**config.mk**
```make
export PLATFORM = sky130hd
export DESIGN_NAME = seg_display_arbiter
export DESIGN_NICKNAME = d
export VERILOG_FILES = /design/src/rtl/seg_display_arbiter.sv
export SDC_FILE = /design/constraint.sdc
export NUM_CORES = 1
export LEC_CHECK = 0
export ABC_AREA = 1
export CORE_MARGIN = 5
export CORE_UTILIZATION = 41
export DETAILED_ROUTE_END_ITERATION = 10
export HOLD_SLACK_MARGIN = 0.06
export PLACE_DENSITY = 0.72
export REMOVE_ABC_BUFFERS = 1
export SLEW_MARGIN = 20
export SYNTH_ARGS = -nofsm -noshare
export SYNTH_HDL_FRONTEND = slang
export SYNTH_SLANG_ARGS = --single-unit
```
**constraint.sdc**
```tcl
create_clock -name i_Clk -period 2.7 [get_ports i_Clk]
set_input_delay 0.27 -clock i_Clk [delete_from_list [all_inputs] [get_ports i_Clk]]
set_output_delay 0.27 -clock i_Clk [all_outputs]
set_load 0.1 [all_outputs]
```
**src/rtl/seg_display_arbiter.sv**
```systemverilog
// seg_display_arbiter: round-robin owner of a 4-digit 7-segment display with minimum hold,
// blanking gap between owners and multiplexed digit scan.
module seg_display_arbiter #(
  parameter int SCAN_DIV     = 4096,
  parameter int HOLD_CYCLES  = 2**24,
  parameter int BLANK_CYCLES = 1024
) (
  input  logic        i_Clk,
  input  logic        i_Rst_n,
  input  logic [2:0]  i_Req,
  input  logic [15:0] i_Data0,
  input  logic [15:0] i_Data1,
  input  logic [15:0] i_Data2,
  output logic [2:0]  o_Grant,
  output logic [3:0]  o_Drains,
  output logic [7:0]  o_Leds
);
  typedef enum logic [1:0] {IDLE, OWN, BLANK} state_t;
  localparam logic [127:0] GLYPHS = {8'h71, 8'h79, 8'h5E, 8'h39, 8'h7C, 8'h77, 8'h6F, 8'h7F,
                                     8'h07, 8'h7D, 8'h6D, 8'h66, 8'h4F, 8'h5B, 8'h06, 8'h3F};
  state_t      state_q;
  logic [2:0]  grant_q;
  logic [1:0]  last_q, dig_q;
  logic [26:0] hold_q;
  logic [15:0] blank_q, pre_q;
  logic [3:0]  drains_q;
  logic [7:0]  leds_q;
  logic [1:0]  n1, n2, pick;
  logic [15:0] data;
  logic [3:0]  nib;
  logic        rel, go;
  // last_q doubles as the owner index while in OWN
  always_comb begin
    n1   = last_q == 2'd2 ? 2'd0 : last_q + 2'd1;
    n2   = n1 == 2'd2 ? 2'd0 : n1 + 2'd1;
    pick = i_Req[n1] ? n1 : i_Req[n2] ? n2 : last_q;
    data = last_q == 2'd0 ? i_Data0 : last_q == 2'd1 ? i_Data1 : i_Data2;
    nib  = data[{dig_q, 2'b00} +: 4];
    rel  = hold_q == '0 && (!(|(i_Req & grant_q)) || (|(i_Req & ~grant_q)));
    go   = (state_q == IDLE || (state_q == BLANK && blank_q == '0)) && (|i_Req);
  end
  always_ff @(posedge i_Clk or negedge i_Rst_n) begin
    if (!i_Rst_n) begin
      state_q  <= IDLE;
      grant_q  <= '0;
      last_q   <= 2'd2;
      dig_q    <= '0;
      hold_q   <= '0;
      blank_q  <= '0;
      pre_q    <= '0;
      drains_q <= '0;
      leds_q   <= '0;
    end else begin
      drains_q <= '0;
      leds_q   <= '0;
      if (go) begin
        state_q <= OWN;
        grant_q <= 3'b001 << pick;
        last_q  <= pick;
        hold_q  <= 27'(HOLD_CYCLES - 1);
        dig_q   <= '0;
        pre_q   <= '0;
      end else if (state_q == OWN && rel) begin
        state_q <= BLANK;
        grant_q <= '0;
        blank_q <= 16'(BLANK_CYCLES - 1);
      end else if (state_q == OWN) begin
        hold_q   <= hold_q == '0 ? '0 : hold_q - 27'd1;
        pre_q    <= pre_q == 16'(SCAN_DIV - 1) ? '0 : pre_q + 16'd1;
        dig_q    <= pre_q == 16'(SCAN_DIV - 1) ? dig_q + 2'd1 : dig_q;
        drains_q <= 4'b0001 << dig_q;
        leds_q   <= GLYPHS[{nib, 3'b000} +: 8];
      end else if (state_q == BLANK) begin
        state_q <= blank_q == '0 ? IDLE : BLANK;
        blank_q <= blank_q == '0 ? '0 : blank_q - 16'd1;
      end else begin
        state_q <= IDLE;
      end
    end
  end
  assign o_Grant  = grant_q;
  assign o_Drains = drains_q;
  assign o_Leds   = leds_q;
endmodule
```
# ---- Yosys cells after proc, flatten, opt, wreduce, memory -nomap -nowiden
# Cells that the tools add are included.
dict set report word_totals {
  ff_bits 80
  latchBits 0
  ram_bits 0
  rom_bits 0
  in_bits 53
  output_inout_bits 15
  wordCells 94
  mem_count 0
}
dict set report classes {
  add_sub_neg 6
  mul 0
  div 0
  order_cmp 2
  n_eq_ne 9
  shifts 4
  mux 39
  bitwise 4
  reduce_logical 21
}
# cell count
set op_table {}
lappend op_table {{2-to-1 mux 16 bit} 10}
lappend op_table {{indexed part select 128 x 8 -> 8 bit (first input constant)} 1}
lappend op_table {{2-to-1 mux 27 bit} 4}
lappend op_table {{zero test 27 bit} 1}
lappend op_table {{subtractor 27 x 1 -> 27 bit (second input constant)} 1}
lappend op_table {{2-to-1 mux 2 bit} 13}
lappend op_table {{2-to-1 mux 8 bit} 3}
lappend op_table {{adder 16 x 1 -> 16 bit (second input constant)} 1}
lappend op_table {{== test 16 x 12 -> 1 bit (second input constant)} 1}
lappend op_table {{zero test 16 bit} 1}
lappend op_table {{indexed part select 16 x 5 -> 4 bit} 1}
lappend op_table {{subtractor 16 x 1 -> 16 bit (second input constant)} 1}
lappend op_table {{2-to-1 mux 4 bit} 3}
lappend op_table {{OR reduction 3 bit} 3}
lappend op_table {{nonzero test 2 bit} 4}
lappend op_table {{adder 2 x 1 -> 2 bit (second input constant)} 3}
lappend op_table {{AND 3 bit} 2}
lappend op_table {{== test 2 bit (second input constant)} 3}
lappend op_table {{less-than comparator 2 x 3 -> 1 bit (second input constant)} 2}
lappend op_table {{2-to-1 mux 3 bit} 2}
lappend op_table {{AND reduction 3 bit} 2}
lappend op_table {{binary-select mux 1 bit (select 2 bit)} 2}
lappend op_table {{== test 2 x 1 -> 1 bit (second input constant)} 2}
lappend op_table {{logical AND 1 bit} 4}
lappend op_table {{other kinds (12)} 15}

# ---- Logic depth before layout (Yosys ltp)
# Gate-level depths: netlist (run 1).
dict set report depth {
  depth_word 10
  ltp_mapped 15
  mapped_depth_nobuf 14
}

# ---- Least setup slack after synthesis (run 1)
# OpenSTA, ideal clock, no wires.
dict set report synth_timing {
  path_type {register -> register}
  from {register grant_q[2] (netlist: o_Grant[2])}
  to {register leds_q[4] (netlist: o_Leds[4])}
  setup_time_ns 0.071
  arrival_time_ns 1.927
  t_required_ns 2.629
  setup_slack_ns 0.702
  path_stages_with_launch 9
  synth_period_minus_slack_ns 1.998
  cell_sequence {dfrtp_1 > or2_2 > nand4_1 > nand3_2 > nand2_4 > inv_2 > buf_2 > o21ai_0 > nor2_1}
}
dict set report synth_via {
  elab_chain_cells 8
  word_cells_on_any_way 11
  classes_between {2 x mux; 3 x bitwise; 6 x reduce/logical}
}
# item line
set synth_rtl {}
lappend synth_rtl {{from (decl)} 22} ;# logic [2:0] grant_q;
lappend synth_rtl {{from (signal assigned)} 58} ;# grant_q <= 3'b001 << pick;
lappend synth_rtl {{AND 3 bit or NOT 3 bit (tied branches)} 39} ;# rel = hold_q == '0 && (!(|(i_Req & grant_q)) || (|(i_Req & ~grant_q)));
lappend synth_rtl {{OR reduction 3 bit or AND 3 bit (tied branches)} 39}
lappend synth_rtl {{zero test 1 bit or OR reduction 3 bit (tied branches)} 39}
lappend synth_rtl {{logical OR 1 bit *} 39}
lappend synth_rtl {{logical AND 1 bit *} 39}
lappend synth_rtl {{logical AND 1 bit *} 63} ;# end else if (state_q == OWN && rel) begin
lappend synth_rtl {{2-to-1 mux 8 bit *} 63}
lappend synth_rtl {{2-to-1 mux 8 bit *} 56} ;# if (go) begin
lappend synth_rtl {{to (signal assigned)} 72} ;# leds_q <= GLYPHS[{nib, 3'b000} +: 8];
lappend synth_rtl {{to (decl)} 27} ;# logic [7:0] leds_q;
# Every way passes the cells marked *; elsewhere a longest branch is shown, timed or not.
# A chain may end at the register's enable or synchronous reset.

# ---- Worst setup path in the final report (run 1)
dict set report layout_timing {
  from {register hold_q[0]}
  to {register pre_q[3]}
}
dict set report layout_via {
  elab_chain_cells 5
}
# item line
set layout_rtl {}
lappend layout_rtl {{from (decl)} 24} ;# logic [26:0] hold_q;
lappend layout_rtl {{from (signal assigned)} 60} ;# hold_q <= 27'(HOLD_CYCLES - 1);
lappend layout_rtl {{from (signal assigned)} 68} ;# hold_q <= hold_q == '0 ? '0 : hold_q - 27'd1;
lappend layout_rtl {{zero test 27 bit} 39}
lappend layout_rtl {{logical AND 1 bit} 39}
lappend layout_rtl {{logical AND 1 bit} 63}
lappend layout_rtl {{inequality test 2 bit (no line)} n/a}
lappend layout_rtl {{AND reduction 2 bit (no line)} n/a}
lappend layout_rtl {{to (signal assigned)} 69} ;# pre_q <= pre_q == 16'(SCAN_DIV - 1) ? '0 : pre_q + 16'd1;
lappend layout_rtl {{to (decl)} 25} ;# logic [15:0] blank_q, pre_q;
# Every way passes these cells.

==> impl_metrics.yaml, run 1 <==
outcome:
  run_status: "completed"
power:
  ir_drop_uv: 223
  powerDensity_nw_per_um2: 398
  p_leak_nw: 3.32
timing:
  rsz0062_at_grt: "false"
  finalCritPeriodShare: 0.876
  finalMaxSlewViolations: 0
  worst_slew_pin_slew_ns: 0.680
  post-route-min-period_ns: 2.36
  hold_viol_final: 0
  tns_ns: 0
  finClkSkew_ns: 0.00813
  setup_violations: 0
  slew_headroom: 0.547
  fmax_ghz: 0.423
drt:
  vias: 5542
  postRouteAntennaNets: 0
  first_iter_violations: 444
  drt_pre_antenna_iters: 5
  routedWlPerCell_um: 13.0
  drc: 0
  wirelength_um: 14400
  vias_per_cell: 5.03
die:
  core-area_um2: 13700
  initial_utilization: 0.414
  die-area_um2: 16300
  rows: 43
  io_pins: 68
  die_y_um: 128
  die_width_um: 128
worst_setup_path:
  end_kind: "flop"
  critPathRequiredTime_ns: 2.92
  cp_data_arrival_time_ns: 2.58
  r2r_cells: 12
  crit_chain: "inv_1 > ha_1 > nand2_2 > nor2_4 > nand2_2 > inv_2 > nand3_2 > nand2_4 > buf_4 > inv_2 > nand3_1 > o21ai_1"
  crit_family: "simple AND/OR/NAND/NOR gates"
  worst_path_largest_cell_delay_ns: 0.37
  critical_path.slowest_cell: "dfrtp_1"
  crit_type: "reg2reg"
  start_kind: "flop"
  crit_fanout: 24
  cp_num_buf_inv: 4
  cp_num_cells: 12
yosys:
  ys_ff_latch: 79
  synthTopCellsByArea: "dfrtp_1 (34%), nand2_1 (16%), nand3_1 (10%)"
  postSynthCellCount: 856
  synth.distinct_cells: 35
  syn_avg_cell_area_um2: 6.63
  yosysTopAreaCellShare: 0.344
  ys_warn_count: 0
  yosysTopAreaCell: "dfrtp_1"
  ys_seq_area_frac: 0.349
  syn-cell-area_um2: 5670
cells_and_area:
  final_common_cell: "nand2_1"
  antenna_cells: 0
  ff_latch_area_um2: 1980
  post-route-util: 0.493
  area_delta_synth_final_pct: 19.3
  drive_gt1_frac: 0.0793
  nNetsFinal: 982
  fillers: 1352
  final_cell_mix: "nand2_1 (235), nor2_1 (143), nand3_1 (114)"
  multiInputGateArea_um2: 3180
hold_path:
  hold_path_class: "in2async"
cts:
  clockRootBuffer: "clkbuf_16"
  cts_buffers: 9
  clk_latency_ns: 0.35
  clockBufferDepth: 2
  ctsHtreeMaxLevel: 3
  cts_tree: "done"
  clock_sinks: 79
  cts_setup_buffers: 0
  clkTransAtPathRegs_ns: 0.06
global_routing:
  antenna_found_initial: 0
  grt_start_max_net_pins: 52
  use_met3: 0.0414
  grt_overflow_total: 0
  grt_pass1_vias: 5165
  use_met1: 0.236
  grt_usage: 0.180
  met2_usage: 0.304
  grt_pass1_wl_um: 24300
  busiest_layer: "met2"
place:
  portBuffers: 66
  hpwl_um: 10300
  place_congestion: 0.882
job:
  cap_violations: 0
-- layer usage --
| metal | vias up | wire, um |
|---|---|---|
| met5 | - | 0 |
| met3 | 15 | 568 |
| met1 | 2570 | 6690 |
| met4 | 0 | 167 |
| met2 | 94 | 6930 |
| li1 | 2863 | - |
-- final timing paths --
| path | startpoint | to | slack, ns |
|---|---|---|---|
| worst max-delay path | hold_q[0] | pre_q[3] | 0.34 |
| worst min-delay path | i_Rst_n | o_Leds[4] | 0.49 |
| worst max register to register | hold_q[0] | pre_q[3] | 0.34 |
| worst min register to register | blank_q[1] | blank_q[1] | 0.49 |
| max in group asynchronous | i_Rst_n | last_q[1] | 1.47 |
| min in group i_Clk | blank_q[1] | blank_q[1] | 0.49 |
-- cell usage after synthesis --
cell type  number
dfrtp_1        78
buf_2          14
buf_6           5
o211ai_1        2
o21a_1          2
nor3b_1         1
o21ai_2         1
buf_4           7
or2_2           3
nand3b_1        2
conb_1          1
nand3_2         2
clkbuf_1        2
nand3_1       114
nand4_1        23
a31o_2          2
inv_2           6
nand2_2         5
ha_1           13
a21oi_1        30
xor2_1         21
nor2_1        143
or2_1           1
nor2_4          5
o21bai_1        3
nand2_1       235
o21ai_0        16
nand3b_4        1
nor2_2          2
o21ai_1        17
nand2_4         4
inv_1          81
dfstp_2         1
xnor2_1         2
nor3_1         11
-- power by group --
| group | internal, mW | total (mW) | switching (mW) |
|---|---|---|---|
| clock network | 0.858 | 1.35 | 0.492 |
| registers | 1.18 | 1.18 | 0 |
| logic | 0.0860 | 0.159 | 0.0733 |
| total | 2.13 | 2.69 | 0.565 |
-- flip-flops by register name, indices dropped and copies added (netlist names) --
signal	flops
hold_q	27
blank_q	16
pre_q	16
o_Leds	7
o_Drains	4
o_Grant	3
dig_q	2
last_q	2
state_q	2
-- kinds of logic (layout without fill, tap and decap cells) --
logic type / after synthesis / in the layout / share of synthesized area
buf+inv: 115 / 180 / 0.0904
compound gates: 73 / 73 / 0.0695
other cells: 1 / 1 / 0.000661
xor+xnor: 23 / 23 / 0.0355
simple gates: 552 / 552 / 0.427
flops: 79 / 79 / 0.349
fa+ha+maj: 13 / 13 / 0.0287
-- per-stage QoR --
stage                     cell area, um2  hold WS, ns  worst slack (ns)  total power [mW]  cells
after global routing                6770        0.511            0.0763              2.80   1101
after floorplan                     5490      -0.0256             0.314              1.25    828
after CTS                           6770        0.493             0.344              2.73   1101
after detailed placement            6420        0.347             0.333              1.36   1084
after global placement              6420        0.350             0.365              1.36   1084
final                               6770        0.485             0.335              2.69   1101
-- what timing repair did --
| item | 4_1_cts | 5_1_grt |
|---|---|---|
| resized for setup | 0 | 0 |
| hold buffers | 1 | 0 |
| endpoints found under the hold margin | 49 | 0 |
-- layout make-up --
class | instances | share of cell area
multi-input combinational | 662 | 0.470
sequential | 79 | 0.292
timing repair buffer | 77 | 0.107
inverter | 87 | 0.0483
clock buffer | 11 | 0.0374
tap | 180 | 0.0333
clock inverter | 5 | 0.0118
(Power assumes the default switching activity.)
==> run 2: changes to the inputs <==
CORE_UTILIZATION = 30   (was 41)
PLACE_DENSITY = 0.58   (was 0.72)
==> run 2 against run 1 <==
Compared with the run above:
- clock skew increased by 0.0019 ns
- utilization decreased by 13 points
- sequential share of layout area decreased by 0.29 points
- global-route usage decreased by 3.5 points
- power decreased by 2.8%
- die area increased by 34%
==> impl_metrics.yaml, run 2 (synthesis gave the netlist of run 1 again) <==
outcome:
  run_status: "completed"
cells_and_area:
  final_cell_mix: "nand2_1 (235), nor2_1 (143), nand3_1 (114)"
  final_common_cell: "nand2_1"
  fin_area_um2: 6830
  drive_gt1_frac: 0.0793
  regMostFlops: "hold_q"
  largest_register_ffs: 27
  nNetsFinal: 982
  area_delta_synth_final_pct: 20.4
  fillers: 1959
  antenna_cells: 0
  top_regs: "hold_q: 27 flops, blank_q: 16 flops, pre_q: 16 flops"
cts:
  clock_sinks: 79
  clk_latency_ns: 0.35
  ctsHtreeMaxLevel: 3
  clockRootBuffer: "clkbuf_16"
  clkTransAtPathRegs_ns: 0.06
  clockBufferDepth: 2
  cts_buffers: 9
  cts_tree: "done"
worst_setup_path:
  cp_data_arrival_time_ns: 2.58
  end_kind: "flop"
  critPathRequiredTime_ns: 2.92
  crit_chain: "nor2_4 > nand2_1 > nand3_1 > nand3_1 > nand2_1 > inv_1 > ha_1 > inv_1 > nand2_1 > nand2_1 > nand2_1 > nand2_1 > nor2_1"
  startpoint: "last_q[0]"
  worst_path_largest_cell_delay_ns: 0.56
  cp_common_cell: "nand2_1"
  start_kind: "flop"
  crit_type: "reg2reg"
  crit_fanout: 19
  critical_path.slowest_cell: "dfrtp_1"
  reg2reg_from: "last_q[0]"
hold_path:
  hold_path_class: "in2async"
power:
  p_leak_nw: 3.32
  power_frac_comb: 0.062
  finalPower_mw: 2.62
  p_int_mw: 2.02
  p_switching_mw: 0.601
  ir_drop_uv: 221
  seqPwrFrac: 0.452
  powerDensity_nw_per_um2: 383
  switching_share: 0.230
  p_clk_frac: 0.486
global_routing:
  antenna_found_initial: 0
  grt_usage: 0.144
  grt_start_max_net_pins: 42
  grt_pass1_vias: 5187
  grt_overflow_total: 0
  grt_pass1_wl_um: 26100
timing:
  fin_ws_ns: 0.344
  tns_ns: 0
  hold_viol_final: 0
  slew_headroom: 0.643
  finalCritPeriodShare: 0.872
  post-route-min-period_ns: 2.36
  finClkSkew_ns: 0.0100
  rsz0062_at_grt: "false"
  finalMaxSlewViolations: 0
  fmax_ghz: 0.425
  setup_violations: 0
  worst_slew_pin_slew_ns: 0.536
die:
  die_y_um: 148
  die-area_um2: 21800
  die_width_um: 148
  rows: 50
  initial_utilization: 0.304
  core-area_um2: 18600
  io_pins: 68
place:
  pre_cts_ws_ns: 0.341
  place_congestion: 0.817
  hpwl_um: 11000
  placed_cell_area_um2: 6520
  portBuffers: 66
drt:
  vias: 5503
  postRouteAntennaNets: 0
  drc: 0
  first_iter_violations: 300
  wirelength_um: 15400
  routedWlPerCell_um: 13.3
  vias_per_cell: 4.76
  drt_pre_antenna_iters: 5
job:
  cap_violations: 0
run 2: changes by cell type in the layout (fill, tap and decap cells not counted), sizes merged:
cell / delta
clkbuf: -1
inv: +1
clkinvlp: -1
clkinv: +2
bufinv: -1
run 2: path summary, 6_finish.rpt:
kind                                    to  slack, ns  cells after the start
worst max-delay path             o_Leds[3]       0.34                     13
worst min-delay path             o_Leds[4]       0.46                      2
worst max register to register   o_Leds[3]       0.34                     13
worst min register to register  blank_q[1]       0.48                      2
max in group asynchronous        last_q[1]       1.56                      3
min in group i_Clk              blank_q[1]       0.48                      2
run 2: critical path: cells and delay by family, from the launching register on:
| family | cells | cell delay, ns |
|---|---|---|
| adders and majority gates | 1 | 0.33 |
| buffers and inverters | 2 | 0.18 |
| DFF | 1 | 0.56 |
| and+or+nand+nor | 10 | 1.16 |
run 2: timing repair:
action | 4_1_cts | 5_1_grt
buffers inserted | 0 | 0
setup endpoints to repair | 0 | 0
resized for setup | 0 | 0
hold buffers | 1 | 0
hold endpoints to repair | 38 | 0
run 2: metrics by stage:
step                std cells  hold WS, ns  utilization
finish                   1155        0.461        0.367
global route             1155        0.500        0.367
CTS                      1155        0.476        0.367
detailed placement       1138        0.292        0.350
global placement         1138        0.288        0.350
floorplan                 828      -0.0256            -
run 2: per-layer routing:
layer / wire [um] / GRT usage
met1: 7290 / 0.197
met2: 7340 / 0.237
met3: 548 / 0.0248
met4: 194 / 0.0382
met5: 0 / 0
run 2: power groups by stage:
stage | Combinational [mW] | Sequential [mW] | Clock, mW
CTS | 0.166 | 1.18 | 1.30
finish | 0.163 | 1.18 | 1.27
detailed placement | 0.164 | 1.21 | 0
global route | 0.184 | 1.18 | 1.36
global placement | 0.165 | 1.21 | 0
floorplan | 0.0484 | 1.21 | 0
run 2: area by class of cell:
cell class              instances  area [um2]  area share
inverters                      87         327      0.0478
clock buffers                  10         239      0.0350
clock inverters                 6        68.8      0.0101
repair buffers                 77         746       0.109
well taps                     234         293      0.0428
multi-input cells             662        3180       0.466
flip-flops and latches         79        1980       0.289
==> run 3: changes to the inputs <==
REMOVE_ABC_BUFFERS = default   (was 1)
==> run 3 against run 2 <==
Compared with the run above:
- setup slack got worse by 0.022 ns
- clock-buffer cell count increased by 1
- fmax down 0.91%
- first-iteration DRC count increased by 46%
- highest routed layer unchanged
==> impl_metrics.yaml, run 3 (synthesis gave the netlist of run 1 again) <==
timing:
  finalMaxSlewViolations: 0
  slew_headroom: 0.665
  fmax_ghz: 0.421
  worst_slew_pin_slew_ns: 0.503
  finClkSkew_ns: 0.0128
  hold_viol_final: 0
  rsz0062_at_grt: "false"
  finalCritPeriodShare: 0.880
  tns_ns: 0
  post-route-min-period_ns: 2.38
  setup_violations: 0
cts:
  cts_buffers: 9
  clock_sinks: 79
  clk_latency_ns: 0.35
  clockBufferDepth: 2
  ctsHtreeMaxLevel: 3
  clockRootBuffer: "clkbuf_16"
  cts_setup_buffers: 0
  cts_tree: "done"
  clkTransAtPathRegs_ns: 0.07
die:
  initial_utilization: 0.304
  die_y_um: 148
  rows: 50
  core-area_um2: 18600
  io_pins: 68
  die_width_um: 148
  die-area_um2: 21800
place:
  dp.cells: 1139
  place_congestion: 0.863
  hpwl_um: 11400
  portBuffers: 66
global_routing:
  use_met3: 0.0227
  grt_usage: 0.142
  use_met1: 0.179
  grt_pass1_vias: 5260
  antenna_found_initial: 0
  grt_pass1_wl_um: 25600
  grt_overflow_total: 0
  busiest_layer: "met2"
  met2_usage: 0.247
  grt_start_max_net_pins: 55
power:
  p_leak_nw: 3.31
  powerDensity_nw_per_um2: 372
  ir_drop_uv: 238
worst_setup_path:
  cp_common_cell: "nand2_1"
  cp_data_arrival_time_ns: 2.61
  cp_num_buf_inv: 2
  startpoint: "last_q[0]"
  reg2reg_from: "last_q[0]"
  cp_num_cells: 13
  end_kind: "flop"
  crit_type: "reg2reg"
  crit_chain: "nor2_4 > nand2_1 > nand3_1 > nand3_1 > nand2_1 > inv_1 > ha_1 > inv_1 > nand2_1 > nand2_1 > nand2_1 > nand2_1 > nor2_1"
  r2r_cells: 13
  critPathRequiredTime_ns: 2.94
  crit_fanout: 19
  critical_path.slowest_cell: "dfrtp_1"
  worst_path_largest_cell_delay_ns: 0.56
  start_kind: "flop"
  crit_family: "simple AND/OR/NAND/NOR gates"
drt:
  vias: 5537
  first_iter_violations: 437
  drc: 0
  vias_per_cell: 4.79
  postRouteAntennaNets: 0
  drt_pre_antenna_iters: 5
  wirelength_um: 15300
  routedWlPerCell_um: 13.3
yosys:
  syn_nets: 922
cells_and_area:
  final_cell_mix: "nand2_1 (235), nor2_1 (143), nand3_1 (114)"
  largest_register_ffs: 27
  final_cells: 1156
  final_common_cell: "nand2_1"
  area_delta_synth_final_pct: 19.7
  drive_gt1_frac: 0.0792
  top_regs: "hold_q: 27 flops, blank_q: 16 flops, pre_q: 16 flops"
  regMostFlops: "hold_q"
  antenna_cells: 0
  nNetsFinal: 983
outcome:
  run_status: "completed"
hold_path:
  hold_path_class: "in2async"
job:
  cap_violations: 0
==> run 3: changes by cell type in the layout (fill, tap and decap cells not counted) <==
cell       before  now
bufinv_16       1    0
clkbuf_1        0    1
clkinv_2        1    0
clkinv_4        2    3
buf_12          3    1
buf_4          22   25
==> run 3: final timing paths <==
check                        endpoint  slack (ns)
setup reg to reg            o_Leds[3]        0.32
hold reg to reg            blank_q[1]        0.47
setup / recovery            o_Leds[3]        0.32
max in group asynchronous   last_q[1]        1.65
hold / removal             hold_q[16]        0.38
min in group i_Clk         blank_q[1]        0.47
==> run 3: report_power, final <==
| part | switching [mW] | leakage, nW | internal, mW |
|---|---|---|---|
| Combinational | 0.0767 | 2.22 | 0.0873 |
| Sequential | 0 | 0.950 | 1.18 |
| Clock | 0.526 | 0.136 | 0.657 |
==> run 3: layer usage <==
| metal | part of all wire | vias up |
|---|---|---|
| met5 | 0 | - |
| met1 | 0.46 | 2582 |
| met2 | 0.50 | 63 |
| li1 | - | 2866 |
| met3 | 0.026 | 26 |
| met4 | 0.020 | 0 |
==> run 3: area by class of cell <==
class / instances / area (um2)
sequential: 79 / 1980
timing repair buffer: 78 / 728
tap: 234 / 293
inverter: 87 / 327
fill: 1982 / 11800
clock inverter: 5 / 42.5
multi-input combinational: 662 / 3180
clock buffer: 11 / 243
==> run 3: stage by stage <==
step	cell area [um2]	hold WS (ns)	worst slack, ns	power [mW]	utilization
after detailed placement	6500	0.221	0.345	1.37	0.349
after floorplan	5670	-0.0256	0.702	1.26	-
after global placement	6500	0.217	0.364	1.37	0.349
after global routing	6790	0.434	0.111	2.63	0.364
final	6790	0.383	0.323	2.53	0.364
after CTS	6790	0.381	0.341	2.58	0.364
==> run 3: timing repair <==
| item | 4_1_cts | 5_1_grt |
|---|---|---|
| hold buffers | 1 | 0 |
| resized for setup | 0 | 0 |
| hold endpoints to repair | 25 | 0 |
==> run 3: worst register-to-register path, delay by kind of cell, from the launching register on <==
kind | cells | cell delay [ns]
adder cells (fa/ha/maj) | 1 | 0.33
AND/OR/NAND/NOR | 10 | 1.18
flip-flops | 1 | 0.56
buffers and inverters | 2 | 0.20
